[config.mk]
export PLATFORM = sky130hd
export DESIGN_NAME = ifetch_unit
export DESIGN_NICKNAME = d
export VERILOG_FILES = /design/src/rtl/mips_pkg.sv /design/src/rtl/pc_next.sv /design/src/rtl/ifetch_unit.sv
export SDC_FILE = /design/constraint.sdc
export NUM_CORES = 1
export LEC_CHECK = 0
export CORE_ASPECT_RATIO = 1.1
export CORE_MARGIN = 2
export CORE_UTILIZATION = 35
export CTS_CLUSTER_SIZE = 40
export DETAILED_ROUTE_END_ITERATION = 10
export PLACE_DENSITY = 0.59
export REMOVE_ABC_BUFFERS = 1
export SLEW_MARGIN = 10
export SYNTH_ARGS = -nofsm -noshare
export SYNTH_HDL_FRONTEND = slang
export SYNTH_SLANG_ARGS = --single-unit
[constraint.sdc]
create_clock -name clk -period 14.1 [get_ports clk]
set_clock_uncertainty 0.1 [all_clocks]
set_input_delay 2.115 -clock clk [delete_from_list [all_inputs] [get_ports clk]]
set_output_delay 2.115 -clock clk [all_outputs]
set_load 0.02 [all_outputs]
[src/rtl/mips_pkg.sv]
// mips_pkg
//  Shared types and constants for the fetch front end and the decoders it feeds.
//  - fetch_state_t : fetch FSM states
//  - INSTR_BYTES   : PC increment per instruction
//  - RESET_PC_DEFAULT : default PC after reset
//  - OP_*          : main-decoder opcodes (instr[31:26])
//  - word_align()  : clears the byte-offset bits of an address
package mips_pkg;

  typedef enum logic [1:0] {
    S_IDLE = 2'd0,
    S_REQ  = 2'd1,
    S_HOLD = 2'd2
  } fetch_state_t;

  localparam logic [31:0] INSTR_BYTES      = 32'd4;
  localparam logic [31:0] RESET_PC_DEFAULT = 32'h0000_0000;

  localparam logic [5:0] OP_RTYPE = 6'h00;
  localparam logic [5:0] OP_J     = 6'h02;
  localparam logic [5:0] OP_BEQ   = 6'h04;
  localparam logic [5:0] OP_ADDI  = 6'h08;
  localparam logic [5:0] OP_LW    = 6'h23;
  localparam logic [5:0] OP_SW    = 6'h2B;

  function automatic logic [31:0] word_align(input logic [31:0] addr);
    return addr & ~32'h0000_0003;
  endfunction

endpackage

[src/rtl/pc_next.sv]
// pc_next
//  Combinational next-fetch-PC select for ifetch_unit.
//  Optional feature: define IFETCH_ALIGN_CHK_EN to flag misaligned redirect targets.
//  Ports:
//   fetch_pc        in   32  current fetch address
//   redirect_valid  in   1   redirect this cycle
//   redirect_target in   32  redirect address (low bits ignored)
//   squash          in   1   a redirect is pending behind an in-flight fetch
//   squash_target   in   32  stored (already aligned) pending target
//   target_pc       out  32  aligned target: live redirect wins over stored one
//   next_pc         out  32  target_pc if any redirect is live/pending, else fetch_pc+4
//   align_err       out  1   live redirect target was misaligned (0 unless feature enabled)
module pc_next
  import mips_pkg::*;
(
  input  logic [31:0] fetch_pc,
  input  logic        redirect_valid,
  input  logic [31:0] redirect_target,
  input  logic        squash,
  input  logic [31:0] squash_target,
  output logic [31:0] target_pc,
  output logic [31:0] next_pc,
  output logic        align_err
);

  logic [31:0] raw_target;

  // A redirect arriving in the same cycle as a pending one supersedes it.
  assign raw_target = redirect_valid ? redirect_target : squash_target;
  assign target_pc  = word_align(raw_target);
  // The 32-bit add wraps naturally: FFFF_FFFC + 4 = 0.
  assign next_pc    = (redirect_valid || squash) ? target_pc : (fetch_pc + INSTR_BYTES);

`ifdef IFETCH_ALIGN_CHK_EN
  assign align_err = redirect_valid && (redirect_target[1:0] != 2'b00);
`else
  assign align_err = 1'b0;
`endif

endmodule

[src/rtl/ifetch_unit.sv]
// ifetch_unit
//  Instruction-fetch stage: owns the fetch PC, fetches words over imem req/ack,
//  presents {instr, pc, pcplus4} to decode under valid/ready, and squashes
//  wrong-path fetches on redirects. Fetch timeouts raise a sticky fetch_err.
//  Optional feature: define IFETCH_ALIGN_CHK_EN to also set fetch_err on a
//  misaligned redirect target (target is always word-aligned before use).
//  Ports:
//   clk, reset                 clock (rising edge), async active-high reset
//   imem_req/imem_addr         fetch request, address stable while req high
//   imem_ack/imem_rdata        fetch completion and instruction word
//   instr_valid/instr_ready    decode handshake
//   instr/pc/pcplus4           presented instruction, its address, address+4
//   redirect_valid/_target     taken branch / jump from datapath
//   fetch_err                  sticky error flag
module ifetch_unit
  import mips_pkg::*;
#(
  parameter logic [31:0] RESET_PC    = RESET_PC_DEFAULT,
  parameter int          ACK_TIMEOUT = 16
) (
  input  logic        clk,
  input  logic        reset,
  output logic        imem_req,
  output logic [31:0] imem_addr,
  input  logic        imem_ack,
  input  logic [31:0] imem_rdata,
  output logic        instr_valid,
  input  logic        instr_ready,
  output logic [31:0] instr,
  output logic [31:0] pc,
  output logic [31:0] pcplus4,
  input  logic        redirect_valid,
  input  logic [31:0] redirect_target,
  output logic        fetch_err
);

  localparam int CW = $clog2(ACK_TIMEOUT + 1);
  localparam logic [CW-1:0] CNT_LAST = CW'(ACK_TIMEOUT - 1);
  localparam logic [CW-1:0] CNT_MAX  = CW'(ACK_TIMEOUT);

  fetch_state_t  state;
  logic [31:0]   fetch_pc;
  logic          squash;
  logic [31:0]   squash_target;
  logic [CW-1:0] cnt;

  logic [31:0]   target_pc;
  logic [31:0]   next_pc;
  logic          align_err;

  // fetch_pc only moves on ack (or outside S_REQ), so the address is stable
  // for the whole life of a request.
  assign imem_addr = fetch_pc;

  pc_next u_pc_next (
    .fetch_pc        (fetch_pc),
    .redirect_valid  (redirect_valid),
    .redirect_target (redirect_target),
    .squash          (squash),
    .squash_target   (squash_target),
    .target_pc       (target_pc),
    .next_pc         (next_pc),
    .align_err       (align_err)
  );

  always_ff @(posedge clk or posedge reset) begin
    if (reset) begin
      state         <= S_IDLE;
      fetch_pc      <= RESET_PC;
      squash        <= 1'b0;
      squash_target <= 32'h0;
      cnt           <= '0;
      imem_req      <= 1'b0;
      instr_valid   <= 1'b0;
      instr         <= 32'h0;
      pc            <= 32'h0;
      pcplus4       <= 32'h0;
      fetch_err     <= 1'b0;
    end else begin
      if (align_err) begin
        fetch_err <= 1'b1;
      end

      case (state)
        S_IDLE: begin
          if (redirect_valid) begin
            fetch_pc <= target_pc;
          end
          imem_req <= 1'b1;
          state    <= S_REQ;
        end

        S_REQ: begin
          if (imem_ack) begin
            cnt <= '0;
            if (squash || redirect_valid) begin
              // Wrong-path data: drop it and refetch from the target.
              // imem_req stays high; the new address appears next cycle.
              fetch_pc <= next_pc;
              squash   <= 1'b0;
            end else begin
              instr       <= imem_rdata;
              pc          <= fetch_pc;
              pcplus4     <= next_pc;
              fetch_pc    <= next_pc;
              imem_req    <= 1'b0;
              instr_valid <= 1'b1;
              state       <= S_HOLD;
            end
          end else begin
            if (cnt == CNT_LAST) begin
              fetch_err <= 1'b1;
            end
            if (cnt != CNT_MAX) begin
              cnt <= cnt + 1'b1;
            end
            // Cannot retarget the in-flight request; remember where to go.
            if (redirect_valid) begin
              squash        <= 1'b1;
              squash_target <= target_pc;
            end
          end
        end

        S_HOLD: begin
          if (redirect_valid) begin
            // Held instruction is wrong-path even if decode takes it now.
            fetch_pc    <= target_pc;
            instr_valid <= 1'b0;
            imem_req    <= 1'b1;
            state       <= S_REQ;
          end else if (instr_ready) begin
            instr_valid <= 1'b0;
            imem_req    <= 1'b1;
            state       <= S_REQ;
          end
        end

        default: begin
          imem_req    <= 1'b0;
          instr_valid <= 1'b0;
          state       <= S_IDLE;
        end
      endcase
    end
  end

endmodule

==> Word-level counts from Yosys, hierarchy flattened <==
Cells that the tools add are included.
{ "totals": {"out_inout_bits": 131, "word_cells": 64, "in_bits": 69, "regBits": 169} }
{ "op_classes": {"n_reduce_logical": 14, "bitwise_logic": 3, "addsub": 2, "n_mux": 25, "n_eq_ne": 9} }
{ "ops": {"columns": ["op", "n"], "rows": [
  ["$mux 32", 4],
  ["$pmux 32 s2", 1],
  ["$add 32x3->32 const B", 1],
  ["$reduce_and 3->1", 6],
  ["$mux 1", 11],
  ["$mux 5", 2],
  ["$mux 2", 4],
  ["$pmux 1 s3", 2],
  ["$pmux 2 s3", 1],
  ["$reduce_bool 2->1", 3],
  ["$add 5x1->5 const B", 1],
  ["$eq 5x4->1 const B", 1],
  ["$ne 5x5->1 const B", 1],
  ["$ne 2x1->1 const B", 2],
  ["$ne 2x2->1 const B", 2],
  ["$reduce_and 4->1", 1],
  ["$ne 3x3->1 const B", 1],
  ["$not 1->1", 3],
  ["$eq 2x1->1 const B", 1],
  ["$eq 2x2->1 const B", 1],
  ["$logic_not 2->1", 1],
  ["$reduce_and 2->1", 1],
  ["$reduce_or 2->1", 1],
  ["$logic_or 1x1->1", 1]
]} }

==> Logic depth before layout (Yosys ltp) <==
{ "depth": {"word_depth": 4, "mapped_depth": 9, "depth_no_buf": 6} }

==> Hierarchy <==
A second synthesis with hierarchy kept.
{ "hier_totals": {"cells_unflattened": 635, "hier_area_um2": 8384.3} }
{ "by_module_without_submodules": {"columns": ["mod", "area_per_inst_um2", "n_inst", "cells_per_inst", "seq_area_each_um2"], "rows": [
  ["ifetch_unit", 6891.6, 1, 434, 4279.1],
  ["pc_next", 1492.7, 1, 201, 0.0]
]} }

==> Least setup slack after synthesis <==
OpenSTA, ideal clock, no wires.
{ "synth_path": {"kind": "input to register", "start": "input redirect_valid", "end": "register fetch_pc[16] (netlist: imem_addr[16])", "setup_ns": 0.126, "arrival_ns": 3.434, "path_stages": 6, "required_time_ns": 13.874, "path_slack_ns": 10.440, "path_cell_list": "clkbuf_1 or3b_2 nor2_1 clkbuf_1 buf_2 a21oi_1"} }
{ "synth_between": {"elab_chain_cells": 4, "elab_cells_between_ends": 8, "classes_between": "eq/ne (1); mux (5); reduce/logical (2)"} }
{ "synth_rtl": {"columns": ["element", "line", "rtl"], "rows": [
  ["from (decl)", "ifetch_unit.sv:32", "input logic redirect_valid,"],
  ["$mux 32 / $logic_or 1x1->1 (equally long branches)", "pc_next.sv:29, pc_next.sv:32", null],
  ["$mux 32", "pc_next.sv:32", "assign next_pc = (redirect_valid || squash) ? target_pc : (fetch_pc + INSTR_BYTES);"],
  ["$mux 32", "ifetch_unit.sv:94", "if (imem_ack) begin"],
  ["$pmux 32 s2", "ifetch_unit.sv:84", "case (state)"],
  ["to (signal assigned)", "ifetch_unit.sv:87", "fetch_pc <= target_pc;"],
  ["to (signal assigned)", "ifetch_unit.sv:99", "fetch_pc <= next_pc;"],
  ["to (signal assigned)", "ifetch_unit.sv:105", "fetch_pc <= next_pc;"],
  ["to (decl)", "ifetch_unit.sv:42", "logic [31:0] fetch_pc;"]
]} }
Several ways; a longest one is shown, not always the timed one. The select of a mux whose other input is x is not followed.
A chain may end at the register's enable or synchronous reset.

==> Final worst setup path <==
{ "layout_path": {"start": "input imem_ack", "end": "register fetch_pc[7] (netlist: imem_addr[7])"} }
{ "layout_between": {"elab_chain_cells": 2} }
{ "layout_rtl": {"columns": ["element", "line", "rtl"], "rows": [
  ["from (decl)", "ifetch_unit.sv:25", "input logic imem_ack,"],
  ["$ne 2x2->1 (no source line)", null, null],
  ["$reduce_and 3->1 (no source line)", null, null]
]} }
Every way passes these cells.

==> results_dict.tcl <==
set metrics [dict create \
    outcome "completed" \
    warnings_synthesis 0 \
    initial_utilization_pct 35.49 \
    crit_required_ns 14.31 \
    cts_root_buffer "sky130_fd_sc_hd__clkbuf_16" \
    largest_net_degree_at_the_start_of_global_routing 97 \
    synth-edff-count 0 \
    gr-total-overflow 0 \
    cts_resized 0 \
    horizontal_die_dimension_um 146.3 \
    cts_tree "built" \
    finalNetCount 1035 \
    areaGrowthSynthToFinish_pct 35.73 \
    die_height_um 160.5 \
    grt_antenna_before_repair 0 \
    worst-setup-path-type "in -> reg" \
    drtAntennaViolNets 0 \
    cts_num_sinks 168 \
    syn_area_um2 7795 \
    hold_path.class "reg -> reg" \
    report.final.slew_viol_count 0 \
    worstReg2RegStart "squash" \
    grt.total_usage_pct 18.29 \
    powerDensity_nw_per_um2 239.8 \
    synth_cells 796 \
    placement.io_buffers 197 \
    synthArstFlopShare_pct 100.0 \
    max_cap_viol_count 0 \
    route.final.wire_length_mm 21.15 \
    clock_path_buffers 2 \
    synthDominantCellAreaShare_pct 53.93 \
    dpl.cell_count 1238 \
    post-synth-top-area-cell "sky130_fd_sc_hd__dfrtp_1" \
    synth_seq_area_share_pct 53.93 \
    timing.hold.worst_endpoint "pc[0]" \
    drtPass1Iterations 6 \
    hold_path_startpoint "pc[0]" \
    wire_length_of_the_first_global_routing_pass_mm 34.11 \
    hold-path-cell-count 2 \
    vias_per_cell 4.924 \
    highest_net_fanout_along_the_worst_path 69 \
    clk-insertion-delay-late_ns 0.42 \
    number_of_global_route_vias_before_repair 6212 \
    finalWorstSetupSlack_ns 9.268 \
    report.final.hold_viol_count 0 \
    core.rowCount 57 \
    detailroute.via_count 6253 \
    placeableCoreArea_um2 21970 \
    max_slew_margin_pct 31.06 \
    worstMarginPinSlew_ns 1.034 \
    rsz_0062_raised_after_global_routing "false" \
    reg2reg_setup_slack_ns 11.28 \
    leakage_nw 4.602 \
    fillCellCount 2135 \
    capture_point_of_the_worst_reg_to_reg_path "imem_addr[7]" \
    timing.critical_path.arrival_ns 5.04 \
    fp.dieArea_um2 23480 \
    syn-mean-instance-area_um2 9.793 \
    timing.final.crit_period_ns 4.832 \
    cts.hold.buffers_added 0 \
    irDropWorstVdd_uv 89.24 \
    fin_total_pwr_mw 2.537 \
    layout.cells.non_filler 1270 \
    place_congestion 0.7249 \
    yosysMostFrequentCell "sky130_fd_sc_hd__nand2_1" \
    post-route-period-util_pct 34.27 \
    clock_tree.htree_level_count 4 \
    cts_setup_buffers 0 \
    dp_slack_ns 8.769 \
    cts_inserted_buffers 17 \
    io-pin-count 200 \
    synth.top_cells.by_area "sky130_fd_sc_hd__dfrtp_1 54%, sky130_fd_sc_hd__nand2_1 11%, sky130_fd_sc_hd__mux2_2 5.8%" \
    max_clock_freq_mhz 206.9 \
    remaining_drc_errors 0 \
    cp_capture_type "register" \
    timing.critical_path.from_type "input port" \
    dp.final_hpwl_mm 13.67 \
    flop_and_latch_count_out_of_synthesis 168 \
    synth.distinct_cells 53 \
    yosys_most_used_dff "sky130_fd_sc_hd__dfrtp_1" \
    antenna_cells_inserted 0 \
    worst_r2r_path_depth 6 \
    drt_iter0_drc 335 \
    routed_wire_length_per_instance_um 16.65 \
    totalNegativeSetupSlack_ns 0 \
    holdWs_ns 0.3753 \
    setup-violations-final 0 \
    layout_cells_sized_above_1_pct 10.56 \
    synth.cells.most_frequent "228 x sky130_fd_sc_hd__nand2_1, 168 x sky130_fd_sc_hd__dfrtp_1, 40 x sky130_fd_sc_hd__a21oi_1, 40 x sky130_fd_sc_hd__mux2_2" \
    cts.reportedPaths.clkPinSlew_ns 0.07 \
]
registers in the layout, indices dropped and copies added (netlist names):
name	cells
pc	32
instr_valid	1
fetch_err	1
imem_addr	32
cnt	5
squash_target	30
state	2
pcplus4	32
instr	32
squash	1
cell families (layout without fill, tap and decap cells):
kind of cell             Yosys count  count (layout)  share of synthesized area, %
multiplexers                      52              52                         7.319
AND/OR/NAND/NOR                  336             336                         20.22
buffers and inverters             72             251                         3.804
flip-flops                       168             168                         53.93
AO/OA/AOI/OAI                    136             136                         10.93
adder cells (fa/ha/maj)            4               4                        0.6421
XOR/XNOR                          28              28                         3.146
layout make-up:
class                      instances  area, um2  share of cell area [%]
multi-input combinational        556       3321                   31.39
inverter                          15      63.81                  0.6031
clock inverter                    13      160.2                   1.514
clock buffer                      19      442.9                   4.186
timing repair buffer             204       2019                   19.09
tap                              295      369.1                   3.489
sequential                       168       4204                   39.74
metrics by stage:
step,cell area (um2),util [%]
after floorplan,7555,-
after global placement,9977,45.42
after detailed placement,9977,45.42
after CTS,10580,48.17
after global routing,10580,48.17
final,10580,48.17
cells in the final DEF, fill, tap and decap left out, types with 4 or more instances in the layout:
cell type and count:
sky130_fd_sc_hd__o21ai_0 30, sky130_fd_sc_hd__nand2_1 227, sky130_fd_sc_hd__inv_8 4, sky130_fd_sc_hd__inv_1 14, sky130_fd_sc_hd__a31oi_1 7, sky130_fd_sc_hd__ha_1 4, sky130_fd_sc_hd__nor4_4 5, sky130_fd_sc_hd__o21a_1 4
sky130_fd_sc_hd__dfrtp_1 168, sky130_fd_sc_hd__nor2b_1 10, sky130_fd_sc_hd__a211oi_1 10, sky130_fd_sc_hd__nand3_1 17, sky130_fd_sc_hd__nor3_1 7, sky130_fd_sc_hd__mux2_2 40, sky130_fd_sc_hd__and4_1 7, sky130_fd_sc_hd__a22o_1 4
sky130_fd_sc_hd__clkdlybuf4s50_1 196, sky130_fd_sc_hd__nand4_1 8, sky130_fd_sc_hd__o22ai_1 6, sky130_fd_sc_hd__and3_1 5, sky130_fd_sc_hd__a21oi_1 40, sky130_fd_sc_hd__clkbuf_16 17, sky130_fd_sc_hd__a311oi_1 4, sky130_fd_sc_hd__o21ai_1 11
sky130_fd_sc_hd__mux2i_1 12, sky130_fd_sc_hd__a22oi_1 4, sky130_fd_sc_hd__xor2_1 9, sky130_fd_sc_hd__nor2_1 31, sky130_fd_sc_hd__xnor2_1 19, sky130_fd_sc_hd__buf_4 7
power by group:
group	leakage (nW)	total, mW	internal [mW]	switching, mW
clock	0.286	0.482	0.272	0.210
sequential	2.03	0.896	0.705	0.192
combinational	2.29	1.16	0.533	0.625
total	4.60	2.54	1.51	1.03
layer usage:
| layer | global-route usage (%) | vias up | wire (um) |
|---|---|---|---|
| li1 | - | 3043 | - |
| met1 | 23.76 | 3043 | 9675 |
| met2 | 31.11 | 159 | 10240 |
| met3 | 4.517 | 8 | 1103 |
| met4 | 3.972 | 0 | 129 |
| met5 | 0 | - | 0 |
worst max-delay path by stage:
stage | startpoint | end | slack (ns) | depth (start not counted)
after global routing | imem_ack | imem_addr[7] | 9.08 | 7
after detailed placement | imem_ack | imem_addr[7] | 8.77 | 7
after floorplan | reset | cnt[0] | 7.34 | 1
after global placement | imem_ack | imem_addr[7] | 8.78 | 7
after CTS | imem_ack | imem_addr[7] | 9.22 | 7
final | imem_ack | imem_addr[7] | 9.27 | 7
critical path, cell delays in order:
cell and delay [ns]:
sky130_fd_sc_hd__clkdlybuf4s50_1 0.69, sky130_fd_sc_hd__or3b_2 0.53, sky130_fd_sc_hd__nor2_4 0.51, sky130_fd_sc_hd__buf_4 0.74, sky130_fd_sc_hd__nand2_1 0.16, sky130_fd_sc_hd__o22ai_1 0.19, sky130_fd_sc_hd__nor2_1 0.07
(Power assumes the default switching activity.)
